<file path="src/rtl/sender_burst_pkg.sv">
// Shared types and defaults for the burst sender.
package sender_pkg;

    localparam int DEF_WIDTH = 16;
    localparam int DEF_DEPTH = 16;

    // CHK is only reachable when SENDER_BURST_CHECKSUM_EN is defined.
    typedef enum logic [1:0] {
        IDLE     = 2'd0,
        REQ      = 2'd1,
        WAIT_LOW = 2'd2,
        CHK      = 2'd3
    } state_t;

    // Reset content of buffer entry i: its own index.
    // DEPTH never exceeds 256, so 8 bits always hold the index.
    function automatic logic [7:0] init_word(input int i);
        return i[7:0];
    endfunction

endpackage

</file>
<file path="src/rtl/sender_burst_if.sv">
// Producer / receiver side signals of the burst sender.
interface sender_burst_if #(
    parameter int WIDTH = 16,
    parameter int DEPTH = 16
);
    localparam int AW = $clog2(DEPTH);

    logic             write;
    logic [WIDTH-1:0] data;
    logic             start;
    logic [AW:0]      len;
    logic             Ack;
    logic             Request;
    logic [WIDTH-1:0] sdrDataOut;
    logic             busy;
    logic             done;
    logic             wr_drop;

    // master: producer and receiver environment; slave: the sender itself
    modport master (
        output write, data, start, len, Ack,
        input  Request, sdrDataOut, busy, done, wr_drop
    );
    modport slave (
        input  write, data, start, len, Ack,
        output Request, sdrDataOut, busy, done, wr_drop
    );
endinterface

</file>
<file path="src/rtl/sender_burst_buf.sv">
// DEPTH x WIDTH word buffer: circular write pointer, index-valued reset
// content, combinational read port.
module sender_buf
    import sender_pkg::*;
#(
    parameter int WIDTH = DEF_WIDTH,
    parameter int DEPTH = DEF_DEPTH
) (
    input  logic                     clk,
    input  logic                     Reset,
    input  logic                     we,
    input  logic [WIDTH-1:0]         wdata,
    input  logic [$clog2(DEPTH)-1:0] rd_addr,
    output logic [WIDTH-1:0]         rdata,
    output logic [$clog2(DEPTH)-1:0] wptr
);
    localparam int AW = $clog2(DEPTH);

    logic [WIDTH-1:0] mem [DEPTH];

    // Reset reloads every entry; otherwise append at the write pointer and wrap.
    always_ff @(posedge clk) begin
        if (Reset) begin
            for (int i = 0; i < DEPTH; i++) mem[i] <= WIDTH'(init_word(i));
            wptr <= '0;
        end else if (we) begin
            mem[wptr] <= wdata;
            wptr      <= wptr + AW'(1);
        end
    end

    assign rdata = mem[rd_addr];

endmodule

</file>
<file path="src/rtl/sender_burst.sv">
// Burst sender: buffered words go out over a 4-phase Request/Ack handshake.
// Optional feature macro: SENDER_BURST_CHECKSUM_EN appends an XOR checksum
// word to every burst.
module sender_burst
    import sender_pkg::*;
#(
    parameter int WIDTH = DEF_WIDTH,
    parameter int DEPTH = DEF_DEPTH
) (
    input  logic          clk,
    input  logic          Reset,
    sender_burst_if.slave bus
);
    localparam int AW = $clog2(DEPTH);

    state_t           state;
    logic [AW-1:0]    raddr;
    logic [AW-1:0]    rd_addr;
    logic [AW-1:0]    wptr;
    logic [AW:0]      cnt;
    logic [AW:0]      len_eff;
    logic [WIDTH-1:0] rdata;
    logic [WIDTH-1:0] first_word;
    logic             wr_ok;
`ifdef SENDER_BURST_CHECKSUM_EN
    logic [WIDTH-1:0] chk;
    logic             chk_sent;
`endif

    assign wr_ok = bus.write && !bus.busy;

    // Idle reads sit on entry 0 so the first word is ready when start lands.
    assign rd_addr = (state == IDLE) ? '0 : raddr;

    // A write to entry 0 in the start cycle must reach the first word.
    assign first_word = (wr_ok && wptr == '0) ? bus.data : rdata;

    // 0 and anything above DEPTH both mean a full-buffer burst.
    always_comb begin
        len_eff = bus.len;
        if (bus.len == '0 || bus.len > (AW+1)'(DEPTH)) len_eff = (AW+1)'(DEPTH);
    end

    sender_buf #(.WIDTH(WIDTH), .DEPTH(DEPTH)) u_buf (
        .clk     (clk),
        .Reset   (Reset),
        .we      (wr_ok),
        .wdata   (bus.data),
        .rd_addr (rd_addr),
        .rdata   (rdata),
        .wptr    (wptr)
    );

    // Handshake FSM with registered Request/data/status outputs.
    always_ff @(posedge clk) begin
        if (Reset) begin
            state          <= IDLE;
            raddr          <= '0;
            cnt            <= '0;
            bus.Request    <= 1'b0;
            bus.sdrDataOut <= '0;
            bus.busy       <= 1'b0;
            bus.done       <= 1'b0;
            bus.wr_drop    <= 1'b0;
`ifdef SENDER_BURST_CHECKSUM_EN
            chk            <= '0;
            chk_sent       <= 1'b0;
`endif
        end else begin
            bus.done    <= 1'b0;
            bus.wr_drop <= bus.write && bus.busy;
            case (state)
                IDLE: begin
                    if (bus.start) begin
                        cnt            <= len_eff;
                        raddr          <= '0;
                        bus.Request    <= 1'b1;
                        bus.sdrDataOut <= first_word;
                        bus.busy       <= 1'b1;
                        state          <= REQ;
`ifdef SENDER_BURST_CHECKSUM_EN
                        chk            <= first_word;
                        chk_sent       <= 1'b0;
`endif
                    end
                end
                REQ: begin
                    if (bus.Ack) begin
                        bus.Request <= 1'b0;
                        raddr       <= raddr + AW'(1);
                        cnt         <= cnt - (AW+1)'(1);
                        state       <= WAIT_LOW;
                    end
                end
                WAIT_LOW: begin
                    if (!bus.Ack) begin
                        if (cnt != '0) begin
                            bus.Request    <= 1'b1;
                            bus.sdrDataOut <= rdata;
                            state          <= REQ;
`ifdef SENDER_BURST_CHECKSUM_EN
                            chk            <= chk ^ rdata;
                        end else if (!chk_sent) begin
                            bus.Request    <= 1'b1;
                            bus.sdrDataOut <= chk;
                            state          <= CHK;
`endif
                        end else begin
                            bus.busy <= 1'b0;
                            bus.done <= 1'b1;
                            state    <= IDLE;
                        end
                    end
                end
`ifdef SENDER_BURST_CHECKSUM_EN
                CHK: begin
                    if (bus.Ack) begin
                        bus.Request <= 1'b0;
                        chk_sent    <= 1'b1;
                        state       <= WAIT_LOW;
                    end
                end
`endif
                default: state <= IDLE;
            endcase
        end
    end

endmodule
</file>
<file path="src/flat_wrapper.sv">
// flat-port wrapper written by rule: the top's interface ports become plain ports
module sender_burst_flat import sender_pkg::*;
#(
    parameter int WIDTH = DEF_WIDTH,
    parameter int DEPTH = DEF_DEPTH
)
  (clk, Reset, bus_write, bus_data, bus_start, bus_len, bus_Ack, bus_Request, bus_sdrDataOut, bus_busy, bus_done, bus_wr_drop);
  sender_burst_if #(.WIDTH(WIDTH), .DEPTH(DEPTH)) bus_i ();
  input  logic clk;
  input  logic Reset;
  input wire logic [$bits(bus_i.write)-1:0] bus_write;
  input wire logic [$bits(bus_i.data)-1:0] bus_data;
  input wire logic [$bits(bus_i.start)-1:0] bus_start;
  input wire logic [$bits(bus_i.len)-1:0] bus_len;
  input wire logic [$bits(bus_i.Ack)-1:0] bus_Ack;
  output wire logic [$bits(bus_i.Request)-1:0] bus_Request;
  output wire logic [$bits(bus_i.sdrDataOut)-1:0] bus_sdrDataOut;
  output wire logic [$bits(bus_i.busy)-1:0] bus_busy;
  output wire logic [$bits(bus_i.done)-1:0] bus_done;
  output wire logic [$bits(bus_i.wr_drop)-1:0] bus_wr_drop;
  assign bus_i.write = bus_write;
  assign bus_i.data = bus_data;
  assign bus_i.start = bus_start;
  assign bus_i.len = bus_len;
  assign bus_i.Ack = bus_Ack;
  assign bus_Request = bus_i.Request;
  assign bus_sdrDataOut = bus_i.sdrDataOut;
  assign bus_busy = bus_i.busy;
  assign bus_done = bus_i.done;
  assign bus_wr_drop = bus_i.wr_drop;
  sender_burst #(.WIDTH(WIDTH), .DEPTH(DEPTH)) u_core (.clk(clk), .Reset(Reset), .bus(bus_i));
endmodule
</file>
<file path="config.mk">
export PLATFORM = sky130hd
export DESIGN_NAME = sender_burst_flat
export DESIGN_NICKNAME = d
export VERILOG_FILES = /design/src/rtl/sender_burst_pkg.sv /design/src/rtl/sender_burst_if.sv /design/src/rtl/sender_burst_buf.sv /design/src/rtl/sender_burst.sv /design/src/flat_wrapper.sv
export SDC_FILE = /design/constraint.sdc
export NUM_CORES = 1
export LEC_CHECK = 0
export ABC_AREA = 1
export CAP_MARGIN = 20
export CELL_PAD_IN_SITES_DETAIL_PLACEMENT = 0
export CELL_PAD_IN_SITES_GLOBAL_PLACEMENT = 1
export CORE_UTILIZATION = 30
export CTS_CLUSTER_SIZE = 12
export DETAILED_ROUTE_END_ITERATION = 12
export HOLD_SLACK_MARGIN = 0.08
export PLACE_DENSITY_LB_ADDON = 0.1
export SYNTH_ARGS = -nofsm -noshare
export SYNTH_HDL_FRONTEND = slang
export SYNTH_SLANG_ARGS = --single-unit
</file>
<file path="constraint.sdc">
create_clock -name clk -period 6.1 [get_ports clk]
set_input_delay 1.83 -clock clk [delete_from_list [all_inputs] [get_ports clk]]
set_output_delay 1.83 -clock clk [all_outputs]
set_load 0.005 [all_outputs]
</file>
==> flow_summary.yaml <==
synth:
  synth_fp_nets: 1648
  most_instantiated_cells_after_synthesis: "372 x sky130_fd_sc_hd__nor2_1, 286 x sky130_fd_sc_hd__nand2_1, 256 x sky130_fd_sc_hd__edfxtp_1, 229 x sky130_fd_sc_hd__nand3_1, 214 x sky130_fd_sc_hd__inv_1"
  netlist_top_cells_area: "sky130_fd_sc_hd__edfxtp_1 55%, sky130_fd_sc_hd__nor2_1 10%, sky130_fd_sc_hd__nand3_1 8.2%"
  ys_seq_elements: 291
  synth.lib_cells_used.distinct: 33
  async_flop_share_pct: 0
  synth_area_um2: 14000
  yosys.area.top_type: "sky130_fd_sc_hd__edfxtp_1"
  syn_avg_cell_area_um2: 8.64
  netlist.area_leader.share_pct: 55.1
  synthCells: 1615
  synth.yosys.seq_area_share_pct: 60.1
  postSynth.topFlopCell: "sky130_fd_sc_hd__edfxtp_1"
  synthMostInstantiatedCell: "sky130_fd_sc_hd__nor2_1"
  synth_warnings: 0
  synth_edf_count: 256
pwr:
  internal_power_mw: 3.56
  power.combinational.fraction_pct: 12.4
  vdd.ir_drop.worst_mv: 0.149
  power-per-cell-area_nw_per_um2: 305
  report.power.total_mw: 4.88
  power.static_leakage_nw: 6.60
  fraction_of_power_spent_switching_nets_pct: 27.0
  p_switching_mw: 1.32
  p_seq_share_pct: 47.7
  clock_power_share_pct: 39.9
place:
  dp_cells: 2181
  post-dp-hpwl_mm: 29.1
  io_buffers: 45
  gp_routability_congestion: 0.791
timing:
  final_min_period_over_clock_period_pct: 72.2
  max_freq_ghz: 0.227
  report.final.setup_viol: 0
  grt_setup_unrepaired: "false"
  final.setup.tns_ps: 0
  clock_skew_ps: 16.3
  period_needed_ps: 4410
  hold_viol: 0
  worstMarginPinSlew_ps: 1050
  worst_slew_margin_relative_to_its_limit_pct: 29.8
  maxSlewViolCount: 0
cells_and_area:
  final.fill_count: 4808
  final_core_util_pct: 35.0
  drive_above_1_share_pct: 4.56
  final_cells: 2243
  area_growth_syn_to_fin_pct: 14.5
  layout_net_count: 1652
  diodes: 0
worst_setup_path:
  end_kind: "flip-flop"
  required_ps: 6270
  crit_type: "in2reg"
  worstPathArrival_ps: 4580
  crit_path_start_kind: "input pin"
  maximum_fanout_encountered_on_the_critical_timing_path: 16
floorplanning:
  dieHeight_um: 218
  std_cell_rows: 78
  initial_core_util_pct: 30.6
  die_area_um2: 47400
  top_level_ports: 46
  die_width_um: 218
  placeableCoreArea_um2: 45700
routing:
  num_vias: 10576
  route.antenna.remaining_nets: 0
  dr.pass1.iters: 6
  viasPerCell: 4.72
  drt-total-wl_mm: 46.0
  drt_iter0_drc: 712
  per_cell_routed_wire_length_um: 20.5
  detail_route.drc_violations: 0
global_route:
  grt_pass1_vias: 10058
  first_pass_grt_wire_length_mm: 66.9
  pin_count_of_the_biggest_net_entering_global_routing: 65
  grt_antenna_before_repair: 1
  grt_overflow: 0
  grtUsageTotal_pct: 19.7
cts:
  clock_tree.htree_level_count: 2
  post_cts_buffers: 0
  post_cts.resized_instances: 0
  clk_path_buf_depth: 3
  cts_root_buffer: "sky130_fd_sc_hd__clkbuf_16"
  cts_hold_repair.buffers: 0
  clock_tree_from_tritoncts: "yes"
  cts_inserted_buffers: 36
  clk-insertion-delay-late_ps: 540
  clk_pin_slew_ps: 50
  clock-sinks: 291
min_path:
  holdCritPathClass: "reg2reg"
job:
  cap_violations: 0
status:
  run_status: "finished, final reports clean"
==> metrics by stage <==
step	worst slack [ps]	hold slack (ps)	instance area, um^2
finish	1690	464	16000
global route	1490	499	16000
CTS	1710	468	16000
detailed placement	1130	458	14900
global placement	1240	460	14900
floorplan	2560	461	14000
==> cells by family (layout without fill, tap and decap cells) <==
group / after synthesis / count (layout) / synth area share (%)
AND/OR/NAND/NOR: 904 / 904 / 26.8
AO/OA/AOI/OAI: 80 / 80 / 3.07
flip-flops: 291 / 291 / 60.1
adder cells (fa/ha/maj): 7 / 7 / 0.627
XOR/XNOR: 2 / 2 / 0.126
buffers and inverters: 331 / 359 / 9.29
==> final cells by class <==
cell class	instances	area [um^2]	share of cell area [%]
inverters	233	875	5.47
well taps	600	751	4.70
repair buffers	64	638	3.99
multi-input cells	993	4290	26.8
clock buffers	51	988	6.19
flip-flops and latches	291	8390	52.5
clock inverters	11	45.0	0.282
==> power groups by stage <==
stage	clock network [mW]	registers (mW)	logic, mW
6_report	1.95	2.32	0.607
5_1_grt	2.06	2.34	0.678
4_1_cts	2.00	2.33	0.619
3_5_place_dp	0	2.37	0.617
3_3_place_gp	0	2.37	0.614
2_1_floorplan	0	2.33	0.389
==> worst max-delay path: stages <==
cell                              delay, ps
sky130_fd_sc_hd__clkdlybuf4s50_1        450
sky130_fd_sc_hd__inv_1                   50
sky130_fd_sc_hd__nor2_1                 410
sky130_fd_sc_hd__inv_1                  170
sky130_fd_sc_hd__nor2_1                 170
sky130_fd_sc_hd__nand2_1                140
sky130_fd_sc_hd__nor2_1                 400
sky130_fd_sc_hd__inv_1                  350
sky130_fd_sc_hd__nand2_1                600
==> registers in the layout (all words and copies together) (netlist names) <==
signal	count
u_core.bus.Request	1
u_core.bus.busy	1
u_core.bus.done	1
u_core.bus.sdrDataOut	16
u_core.bus.wr_drop	1
u_core.cnt	5
u_core.raddr	4
u_core.state	2
u_core.u_buf.mem	256
u_core.u_buf.wptr	4
==> metal layers <==
metal	track usage, %	wire (um)
met2	30.6	20500
met4	5.35	1050
met3	3.29	2060
met1	28.1	22400
met5	0	0
==> layout by cell type (no fill, tap or decap), types with 3 or more instances in the layout <==
cell                              instances
sky130_fd_sc_hd__nor3_1                   6
sky130_fd_sc_hd__buf_4                   16
sky130_fd_sc_hd__ha_1                     7
sky130_fd_sc_hd__nor2_2                   3
sky130_fd_sc_hd__nor2_1                 372
sky130_fd_sc_hd__inv_2                    3
sky130_fd_sc_hd__nand2_1                285
sky130_fd_sc_hd__clkinv_2                 3
sky130_fd_sc_hd__a31oi_1                  3
sky130_fd_sc_hd__clkdlybuf4s50_1         45
sky130_fd_sc_hd__a211oi_1                 3
sky130_fd_sc_hd__dfxtp_1                 34
sky130_fd_sc_hd__clkbuf_1                13
sky130_fd_sc_hd__clkinv_1                24
sky130_fd_sc_hd__o21ai_1                 16
sky130_fd_sc_hd__inv_1                  214
sky130_fd_sc_hd__o21ai_0                  8
sky130_fd_sc_hd__a21oi_1                 44
sky130_fd_sc_hd__edfxtp_1               256
sky130_fd_sc_hd__nand3_1                229
sky130_fd_sc_hd__clkbuf_16               37
==> final timing paths <==
path	start	end	slack (ps)	cells after the start
worst max-delay path	bus_write	u_core.u_buf.mem[13][0]	1690	9
worst min-delay path	u_core.bus.sdrDataOut[5]	u_core.bus.sdrDataOut[5]	460	2
worst max register to register	u_core.raddr[0]	u_core.bus.sdrDataOut[7]	3060	10
worst min register to register	u_core.bus.sdrDataOut[5]	u_core.bus.sdrDataOut[5]	460	2
Note: power is estimated with default switching activity, not from simulation.
